--- src/rtl/fir_sram_tap_ctrl.sv ---
// Sample-SRAM controller for the serial FIR: writes each accepted sample into a circular delay line, then streams taps newest-to-oldest.
// Latency: the write issues 1 cycle after accept, read k issues 2+k cycles after accept, tap k is valid 3+k cycles after accept; one sample per TAPS+3 cycles.
// Backpressure: din_ready is high only in IDLE; the tap stream is never stalled. Option FIR_TAP_INIT_CLEAR_EN clears the SRAM after reset instead of masking unfilled taps.
module fir_sram_tap_ctrl #(
  parameter int DWIDTH = 8,
  parameter int AWIDTH = 6,
  parameter int TAPS   = 16,
  localparam int IWIDTH = $clog2(TAPS)
) (
  input  logic              clk,
  input  logic              rst_n,
  input  logic              din_valid,
  output logic              din_ready,
  input  logic [DWIDTH-1:0] din_data,
  output logic [AWIDTH-1:0] sram_address,
  output logic              sram_write_req,
  output logic [DWIDTH-1:0] sram_write_data,
  input  logic [DWIDTH-1:0] sram_read_data,
  output logic              tap_valid,
  output logic [DWIDTH-1:0] tap_data,
  output logic [IWIDTH-1:0] tap_index,
  output logic              tap_last
);

  localparam logic [AWIDTH-1:0] ADDR_LAST = AWIDTH'(TAPS - 1);
  localparam logic [IWIDTH-1:0] K_LAST    = IWIDTH'(TAPS - 1);

  typedef enum logic [2:0] {INIT, IDLE, WRITE, READ, DRAIN} state_t;

  state_t state, next_state;

  logic [AWIDTH-1:0] wr_ptr;
  logic [IWIDTH-1:0] rd_k;
  logic              accept;

  logic              din_ready_nxt;
  logic [AWIDTH-1:0] sram_address_nxt;
  logic              sram_write_req_nxt;
  logic [DWIDTH-1:0] sram_write_data_nxt;
  logic              tap_valid_nxt;
  logic [IWIDTH-1:0] tap_index_nxt;
  logic              tap_last_nxt;

`ifdef FIR_TAP_INIT_CLEAR_EN
  localparam state_t RESET_STATE = INIT;
  logic [IWIDTH-1:0] init_cnt;
`else
  localparam state_t RESET_STATE = IDLE;
  // fill saturates at TAPS, so it needs one bit more than a tap index
  logic [IWIDTH:0]   fill;
  logic              tap_mask;
`endif

  assign accept = din_valid && din_ready && (state == IDLE);

  // State register
  always_ff @(posedge clk or negedge rst_n) begin
    if (!rst_n) state <= RESET_STATE;
    else        state <= next_state;
  end

  // Next-state decode
  always_comb begin
    next_state = state;
    case (state)
`ifdef FIR_TAP_INIT_CLEAR_EN
      INIT:  if (init_cnt == K_LAST) next_state = IDLE;
`else
      INIT:  next_state = IDLE;
`endif
      IDLE:  if (accept) next_state = WRITE;
      WRITE: next_state = READ;
      READ:  if (rd_k == K_LAST) next_state = DRAIN;
      DRAIN: next_state = IDLE;
      default: next_state = IDLE;
    endcase
  end

  // Output decode: values the output registers take at the next edge
  always_comb begin
    din_ready_nxt       = 1'b0;
    sram_address_nxt    = sram_address;
    sram_write_req_nxt  = 1'b0;
    sram_write_data_nxt = sram_write_data;
    tap_valid_nxt       = (state == READ);
    tap_index_nxt       = (state == READ) ? rd_k : '0;
    tap_last_nxt        = (state == READ) && (rd_k == K_LAST);
    case (state)
`ifdef FIR_TAP_INIT_CLEAR_EN
      INIT: begin
        sram_write_req_nxt  = 1'b1;
        sram_address_nxt    = AWIDTH'(init_cnt);
        sram_write_data_nxt = '0;
      end
`endif
      IDLE: begin
        if (accept) begin
          sram_write_req_nxt  = 1'b1;
          sram_address_nxt    = wr_ptr;
          sram_write_data_nxt = din_data;
        end else begin
          din_ready_nxt = 1'b1;
        end
      end
      // first read (k=0) hits the location just written
      WRITE: sram_address_nxt = wr_ptr;
      READ: begin
        if (rd_k != K_LAST)
          sram_address_nxt = (sram_address == '0) ? ADDR_LAST : sram_address - AWIDTH'(1);
      end
      DRAIN: din_ready_nxt = 1'b1;
      default: ;
    endcase
  end

  // Output registers
  always_ff @(posedge clk or negedge rst_n) begin
    if (!rst_n) begin
      din_ready       <= 1'b0;
      sram_address    <= '0;
      sram_write_req  <= 1'b0;
      sram_write_data <= '0;
      tap_valid       <= 1'b0;
      tap_index       <= '0;
      tap_last        <= 1'b0;
    end else begin
      din_ready       <= din_ready_nxt;
      sram_address    <= sram_address_nxt;
      sram_write_req  <= sram_write_req_nxt;
      sram_write_data <= sram_write_data_nxt;
      tap_valid       <= tap_valid_nxt;
      tap_index       <= tap_index_nxt;
      tap_last        <= tap_last_nxt;
    end
  end

  // Write pointer and read-tap counter
  always_ff @(posedge clk or negedge rst_n) begin
    if (!rst_n) begin
      wr_ptr <= '0;
      rd_k   <= '0;
    end else begin
      if (state == WRITE)
        rd_k <= '0;
      else if (state == READ && rd_k != K_LAST)
        rd_k <= rd_k + IWIDTH'(1);
      if (state == DRAIN)
        wr_ptr <= (wr_ptr == ADDR_LAST) ? '0 : wr_ptr + AWIDTH'(1);
    end
  end

`ifdef FIR_TAP_INIT_CLEAR_EN
  // Clear-sweep address counter, only active in INIT
  always_ff @(posedge clk or negedge rst_n) begin
    if (!rst_n)              init_cnt <= '0;
    else if (state == INIT)  init_cnt <= init_cnt + IWIDTH'(1);
  end

  assign tap_data = sram_read_data;
`else
  // Fill count and per-tap mask; the mask is registered so it lines up with tap_valid
  always_ff @(posedge clk or negedge rst_n) begin
    if (!rst_n) begin
      fill     <= '0;
      tap_mask <= 1'b0;
    end else begin
      if (accept && fill != (IWIDTH+1)'(TAPS))
        fill <= fill + (IWIDTH+1)'(1);
      tap_mask <= (state == READ) && ({1'b0, rd_k} >= fill);
    end
  end

  // taps older than the number of samples seen read stale SRAM, so present 0
  assign tap_data = tap_mask ? '0 : sram_read_data;
`endif

endmodule

--- config.mk ---
export PLATFORM = sky130hd
export DESIGN_NAME = fir_sram_tap_ctrl
export DESIGN_NICKNAME = d
export VERILOG_FILES = /design/src/rtl/fir_sram_tap_ctrl.sv
export SDC_FILE = /design/constraint.sdc
export NUM_CORES = 1
export LEC_CHECK = 0
export CORE_ASPECT_RATIO = 1.4
export CORE_MARGIN = 1
export CORE_UTILIZATION = 49
export DETAILED_ROUTE_END_ITERATION = 16
export PLACE_DENSITY_LB_ADDON = 0.08
export SYNTH_ARGS = -nofsm -noshare
export SYNTH_HDL_FRONTEND = slang
export SYNTH_SLANG_ARGS = --single-unit
--- constraint.sdc ---
create_clock -name clk -period 2.02 [get_ports clk]
set_input_delay 0.404 -clock clk [delete_from_list [all_inputs] [get_ports clk]]
set_output_delay 0.404 -clock clk [all_outputs]
set_load 0.05 [all_outputs]
# [Word level (Yosys, flattened, before mapping)]
# Cells that the tools add are included.
# Widths: inputs -> output; s select.
[op_classes] n_addsub=4 n_lt_le_gt_ge=1 eq_ne=11 muxes=16 n_reduce_logical=12
[op_table] op="$mux 6" n=4
[op_table] op="$pmux 6 s3" n=1
[op_table] op="$mux 4" n=3
[op_table] op="$pmux 3 s3" n=1
[op_table] op="$mux 8" n=1
[op_table] op="$add 6x1->6 const B" n=1
[op_table] op="$eq 3x2->1 const B" n=2
[op_table] op="$eq 6x4->1 const B" n=1
[op_table] op="$logic_and 1x1->1" n=6
[op_table] op="$logic_not 6->1" n=1
[op_table] op="$mux 3" n=2
[op_table] op="$sub 6x1->6 const B" n=1
[op_table] op="$add 5x1->5 const B" n=1
[op_table] op="$ge 4x5->1" n=1
[op_table] op="$ne 5x5->1 const B" n=1
[op_table] op="$add 4x1->4 const B" n=1
[op_table] op="$eq 4x4->1 const B" n=1
[op_table] op="$ne 2x1->1 const B" n=2
[op_table] op="$ne 4x4->1 const B" n=1
[op_table] op="$reduce_and 2->1" n=2
[op_table] op="$eq 3x1->1 const B" n=1
[op_table] op="$eq 3x3->1 const B" n=1
[op_table] op="$mux 1" n=3
[op_table] op="$reduce_and 3->1" n=1
[op_table] op="other kinds (4)" n=4
[word_totals] regBits=41 word_cells=56

# [Logic depth before layout (Yosys ltp)]
# Gate-level depths: netlist of run 1.
[depth] depth_word=4 mapped_depth=6 ltp_nobuf=6

# [Least setup slack after synthesis of run 1]
# OpenSTA, ideal clock, no wires.
[synth_timing] path_kind="reg2reg" start="register din_ready" end="register sram_write_data[1]" setup_time_ps=125 arrival_time_ps=1545 path_slack_ps=350 path_stages_with_launch=5 synth_period_minus_slack_ps=1670 cell_sequence="dfrtp_1 > and4b_4 > and2_4 > buf_12 > mux2_2"
[synth_between] elab_chain_cells=3
[synth_rtl] item="start, declared" line="13" text="output logic din_ready,"
[synth_rtl] item="start signal, assigned" line="127" text="din_ready <= din_ready_nxt;"
[synth_rtl] item="$logic_and 1x1->1 (2 in a row)" line="54" text="assign accept = din_valid && din_ready && (state == IDLE);"
[synth_rtl] item="$reduce_and 2->1 (no line)"
[synth_rtl] item="end signal, assigned" line="130" text="sram_write_data <= sram_write_data_nxt;"
[synth_rtl] item="end, declared" line="17" text="output logic [DWIDTH-1:0] sram_write_data,"
# No other way between the ends.
# A chain may end at the register's enable or synchronous reset.

# [Final worst setup path of run 1]
[layout_timing] start="register sram_address[3]" end="output port sram_address[3]"
[layout_lines] item="start, declared" line="15" text="output logic [AWIDTH-1:0] sram_address,"
[layout_lines] item="start signal, assigned" line="128" text="sram_address <= sram_address_nxt;"
# No word-level cell between the ends.

==> results of run 1 <==
cells in the mapped netlist, types with 2 or more instances:
cell        n  area share [%]
dfrtp_1    40              50
o31ai_1     3             1.1
a2bb2oi_1   2            0.88
and2b_2     3             1.3
nand2b_1    4             1.3
inv_1      13             2.5
nor2b_1     9             2.8
a211oi_1    2            0.75
mux2_2      8             4.5
nand4_1     3            0.94
xnor2_1     5             2.2
nand3_1     8             2.0
a21o_1      2            0.75
and2_1      4             1.3
nor3_1      3            0.75
nand2_1    16             3.0
o21ai_0    11             2.8
ha_1       10             6.3
nor2_1     10             1.9
a21oi_1    10             2.5
per-stage QoR:
| step | power, µW | worst slack (ns) |
|---|---|---|
| finish | 4397 | 0.05745 |
| global route | 4656 | 0.01065 |
| CTS | 4420 | 0.05451 |
| global placement | 3786 | 0.1844 |
| detailed placement | 3891 | 0.1481 |
| floorplan | 3042 | 0.3497 |
power by group through the flow:
stage	combinational, µW	clock, µW	sequential (µW)
5_1_grt	2660	562	1440
6_report	2490	512	1390
2_1_floorplan	1060	0	1980
3_5_place_dp	2490	0	1400
3_3_place_gp	2410	0	1380
4_1_cts	2500	530	1390
per-layer routing:
| metal | vias to the layer above | GRT usage [%] | wire [µm] |
|---|---|---|---|
| met2 | 53 | 40.72 | 2496 |
| met3 | 14 | 4.333 | 184 |
| met5 | - | 0 | 0 |
| li1 | 745 | - | - |
| met4 | 0 | 9.268 | 97 |
| met1 | 755 | 23.67 | 1573 |
worst max path at each step:
stage                                     to  slack (ns)  cells after the start            start
after floorplan           sram_write_data[1]        0.35                      4        din_ready
after global placement    sram_write_data[2]        0.18                      4        din_valid
after detailed placement  sram_write_data[7]        0.15                      4        din_valid
after CTS                    sram_address[3]        0.05                      1  sram_address[3]
after global routing         sram_address[3]        0.01                      1  sram_address[3]
final                        sram_address[3]        0.06                      1  sram_address[3]
flip-flops by register name (all words and copies together), names as in the netlist:
name	cells
din_ready	1
fill	5
sram_write_data	8
sram_write_req	1
sram_address	6
rd_k	4
tap_index	4
state	3
tap_mask	1
tap_valid	1
wr_ptr	6
tap_last	1
worst register-to-register path, cell delays in order (launching register included):
cell       delay, ns
dfrtp_1         0.44
ha_1            0.24
nand3_1         0.24
o22ai_4         0.33
inv_1           0.17
a2bb2oi_1       0.18
final cells by class:
cell class                      count  area, µm²  share of cell area (%)
Clock buffer                        6      72.57                   2.731
Clock inverter                      2      10.01                  0.3766
Inverter                           13      48.80                   1.836
Multi-Input combinational cell    128      879.6                   33.10
Sequential cell                    41       1027                   38.65
Tap cell                           43      53.80                   2.024
Timing Repair Buffer               50      565.5                   21.28
kinds of logic (layout without fill, tap and decap cells):
family / Yosys count / count (layout) / share of synthesized area (%)
AND/OR/NAND/NOR: 67 / 67 / 18.31
AO/OA/AOI/OAI: 36 / 36 / 11.96
adder cells (fa/ha/maj): 10 / 10 / 6.293
flip-flops: 41 / 41 / 51.67
multiplexers: 9 / 9 / 5.035
XOR/XNOR: 6 / 6 / 2.643
buffers and inverters: 16 / 71 / 4.091
==> reports/metrics.yaml, run 1 <==
p_int_uw: 2324
grt_overflow: 0
drtAntennaViolNets: 0
drive_above_1_share_pct: 15.00
synth.distinct_cells: 39
clk_pin_slew_worst_paths_ns: 0.08
clk_latency_ns: 0.29
die-height_um: 77.37
cp-start-kind: "flip-flop"
syn-num-nets: 214
finalNetCount: 268
final_cells: 283
remaining_drc_errors: 0
core-area_um2: 3919
critPathMaxFanout: 5
drtPass1Iterations: 4
diodes: 0
slew_headroom_pct: 65.26
synth-edff-count: 0
leakagePower_uw: 0.001206
dr_total_vias: 1567
grt_setup_unrepaired: "no"
cts_inserted_buffers: 5
antenna_found_initial: 0
finalWirelength_um: 4352
initial_core_util_pct: 50.73
pwr-share-comb_pct: 56.7
cts_htree_levels: 2
reg2reg_depth: 5
grt_pass1_vias: 1587
worst_pin_slew_ns: 0.5195
max_freq_mhz: 509.5
cts_buffer_depth: 2
r2r_slack_ns: 0.34
cts.sinks: 41
tns_ns: 0
placedCellCount: 275
cts_resized: 0
synth_ff_type: "dfrtp_1"
die_w_um: 55.84
hpwl_um: 3244
r2r-end: "sram_address[2]"
ios: 49
grt_max_degree: 42
syn-mean-instance-area_um2: 10.75
synth_async_sr_flop_share_pct: 100.0
placed_cell_area_um2: 2575
drt-initial-drc-count: 47
seq_area_frac_synth_pct: 51.67
arrival_ns: 1.56
cp.required_ns: 1.62
period_share_pct: 97.16
mostFrequentLayoutCell: "dfrtp_1"
p_sw_share_pct: 47.13
synth.ff_latch_count: 41
critPathCaptureType: "primary output"
status: "finished clean"
synthCells: 185
p_sw_uw: 2072
wl_per_cell_um: 15.38
cts-root-buf: "clkbuf_8"
critPathTopFamily: "buffers and inverters"
path_buf_inv: 1
die_area_um2: 4320
worstReg2RegStart: "rd_k[1]"
vias_per_cell: 5.537
critPathKind: "flip-flop to primary output"
max_stage_delay_ns: 0.84
areaGrowthSynthToFinish_pct: 33.67
grt_pass1_wl_um: 7320
yosysWarnings: 0
clkPwrFrac_pct: 11.7
tritoncts: "yes"
cp_cell_sequence: "clkdlybuf4s50_1"
p_per_area_nw_per_um2: 1654
setup_viol: 0
finalHoldViolCount: 0
n_fill_cell: 313
final_util_pct: 67.82
final_area_um2: 2658
peakVddDrop_uv: 1222
power.share.sequential_pct: 31.7
hp-class: "input pin to asynchronous set/reset pin"
slew_violations: 0
numPortBuffers: 48
syn_area_um2: 1988
post_cts.repair.setup_buffers: 0
crit_slowest_cell: "clkdlybuf4s50_1"
max-cap-violations: 0
gp_congestion: 0.8172
layout_common_cells: "dfrtp_1, clkdlybuf4s50_1, nand2_1, inv_1, o21ai_0"
skew_ns: 0.006700
fin_crit_ns: 1.963
ctsHoldBuffers: 0
row_count: 27
whs_ns: 0.1664
track_usage_pct: 21.83
Power figures use the tool's default switching activity.
==> run 2, diff against run 1 <==
--- a/config.mk
+++ b/config.mk
@@ -6,7 +6,7 @@
 export NUM_CORES = 1
 export LEC_CHECK = 0
 export CORE_ASPECT_RATIO = 1.4
-export CORE_MARGIN = 1
+export CORE_MARGIN = 2
 export CORE_UTILIZATION = 49
 export DETAILED_ROUTE_END_ITERATION = 16
 export PLACE_DENSITY_LB_ADDON = 0.08
==> reports/metrics.yaml, run 2 (synthesized netlist as in run 1, its figures left out) <==
initial_core_util_pct: 50.73  # unchanged
p_sw_share_pct: 46.62  # -0.51 points
drtAntennaViolNets: 0  # unchanged
grt_max_degree: 42  # unchanged
status: "finished clean"
p_total_uw: 4358  # -0.88%
max_freq_mhz: 512.0  # +0.48%
die-height_um: 79.37  # +2.6%
cts_resized: 0  # unchanged
wl_per_cell_um: 14.98  # -2.6%
cp_cell_sequence: "clkdlybuf4s50_1"
grt_pass1_vias: 1553  # -2.1%
slew_headroom_pct: 65.39  # +0.13 points
grt_setup_unrepaired: "no"
worst_pin_slew_ns: 0.5175  # -0.001953 ns
core-area_um2: 3919  # unchanged
arrival_ns: 1.55  # about the same
finalWirelength_um: 4238  # -2.6%
max-cap-violations: 0  # unchanged
track_usage_pct: 20.99  # -0.85 points
placedCellCount: 275  # unchanged
post_cts.repair.setup_buffers: 0  # unchanged
cp-start-kind: "flip-flop"
cts.sinks: 41  # unchanged
pwr-share-comb_pct: 56.8  # about the same
cp.required_ns: 1.62  # about the same
critPathMaxFanout: 5  # unchanged
row_count: 27  # unchanged
diodes: 0  # unchanged
grt_overflow: 0  # unchanged
gp_congestion: 0.8215  # +0.53%
die_w_um: 57.84  # +3.6%
ctsHoldBuffers: 0  # unchanged
vias_per_cell: 5.325  # -3.8%
layout_common_cells: "dfrtp_1, clkdlybuf4s50_1, nand2_1, inv_1, o21ai_0"
clkPwrFrac_pct: 11.5  # -0.2 points
largest-register: "sram_write_data"
fin_crit_ns: 1.953  # -0.009336 ns
critPathCaptureType: "primary output"
grt_pass1_wl_um: 7314  # about the same
p_int_uw: 2326  # about the same
clk_pin_slew_worst_paths_ns: 0.07  # about the same
slew_violations: 0  # unchanged
whs_ns: 0.1713  # +0.004971 ns
max_stage_delay_ns: 0.84  # about the same
p_per_area_nw_per_um2: 1641  # -0.83%
remaining_drc_errors: 0  # unchanged
setup_viol: 0  # unchanged
cts_htree_levels: 2  # unchanged
critPathKind: "flip-flop to primary output"
leakagePower_uw: 0.001203  # -0.23%
ios: 49  # unchanged
areaGrowthSynthToFinish_pct: 33.61  # about the same
mostFrequentLayoutCell: "dfrtp_1"
largest_reg_flops: 8  # unchanged
critPathTopFamily: "buffers and inverters"
cts_buffer_depth: 2  # unchanged
path_buf_inv: 1  # unchanged
antenna_found_initial: 0  # unchanged
finalNetCount: 268  # unchanged
peakVddDrop_uv: 1298  # +6.2%
numPortBuffers: 48  # unchanged
finalHoldViolCount: 0  # unchanged
cts-root-buf: "clkbuf_8"
p_sw_uw: 2032  # -1.9%
crit_slowest_cell: "clkdlybuf4s50_1"
tritoncts: "yes"
final_cells: 283  # unchanged
reg_top3: "sram_write_data (8), sram_address (6), wr_ptr (6)"
drtPass1Iterations: 4  # unchanged
period_share_pct: 96.69  # -0.46 points
hpwl_um: 3291  # +1.4%
hp-class: "input pin to asynchronous set/reset pin"
dr_total_vias: 1507  # -3.8%
drt-initial-drc-count: 23  # -51%
tns_ns: 0  # unchanged
drive_above_1_share_pct: 14.58  # -0.42 points
power.share.sequential_pct: 31.7  # about the same
clk_latency_ns: 0.29  # about the same
die_area_um2: 4590  # +6.3%
skew_ns: 0.008374  # +0.001674 ns
cts_inserted_buffers: 5  # unchanged
==> run 2: cell count changes in the layout (fill, tap and decap cells not counted) <==
cell	previous run	this run
clkinv_2	2	1
clkbuf_1	1	2
==> run 2: through the flow <==
step	instance area (µm²)	setup WS, ns	utilization, %
2_1_floorplan	1988	0.3497	-
3_3_place_gp	2575	0.1795	65.71
3_5_place_dp	2575	0.1370	65.71
4_1_cts	2656	0.06775	67.78
5_1_grt	2656	0.01111	67.78
6_report	2656	0.06679	67.78
==> run 2: power by group through the flow <==
stage	registers (µW)	logic (µW)	clock network [µW]
after floorplan	1980	1060	0
after global placement	1380	2410	0
after detailed placement	1400	2490	0
after CTS	1380	2500	520
after global routing	1440	2680	553
final	1380	2480	501
==> run 2: per-layer routing <==
| layer | routed length, µm | share of wire [%] | GRT usage, % | vias to the layer above |
|---|---|---|---|---|
| met5 | 0 | 0 | 0 | - |
| li1 | - | - | - | 745 |
| met4 | 45 | 1.1 | 6.279 | 0 |
| met1 | 1550 | 37 | 23.72 | 731 |
| met2 | 2530 | 60 | 39.09 | 25 |
| met3 | 112 | 2.6 | 3.890 | 6 |
==> run 2: final timing paths <==
path | start | to | slack [ns] | depth (start not counted)
min in group clk | state[1] | din_ready | 0.49 | 1
hold reg to reg | state[1] | din_ready | 0.49 | 1
setup / recovery | sram_address[3] | sram_address[3] | 0.07 | 1
hold / removal | rst_n | sram_address[1] | 0.17 | 2
max in group asynchronous | rst_n | state[0] | 1.49 | 2
setup reg to reg | rd_k[1] | sram_address[2] | 0.36 | 5
==> run 2: area by class of cell <==
class                      instances  area (µm²)
fill                             314        1262
multi-input combinational        128       879.6
clock inverter                     1       5.005
sequential                        41        1027
inverter                          13       48.80
tap                               43       53.80
clock buffer                       7       76.32
timing repair buffer              50       565.5
==> run 3, diff against run 2 <==
--- a/config.mk
+++ b/config.mk
@@ -13,3 +13,4 @@
 export SYNTH_ARGS = -nofsm -noshare
 export SYNTH_HDL_FRONTEND = slang
 export SYNTH_SLANG_ARGS = --single-unit
+export TNS_END_PERCENT = 50
==> constraint.sdc (replaced) <==
create_clock -name clk -period 2.01 [get_ports clk]
set_input_delay 0.402 -clock clk [delete_from_list [all_inputs] [get_ports clk]]
set_output_delay 0.402 -clock clk [all_outputs]
set_load 0.05 [all_outputs]
==> results of run 3 <==
The final DEF is identical to that of run 2. Status: finished clean.
Among the figures that moved: setup slack after placement 0.1370 ns -> 0.1290 ns; setup slack after layout 0.06679 ns -> 0.05879 ns; hold slack 0.1713 ns -> 0.1693 ns; register-to-register setup slack 0.36 ns -> 0.35 ns; total power 4358 µW -> 4379 µW; worst IR drop on VDD 1298 µV -> 1304 µV
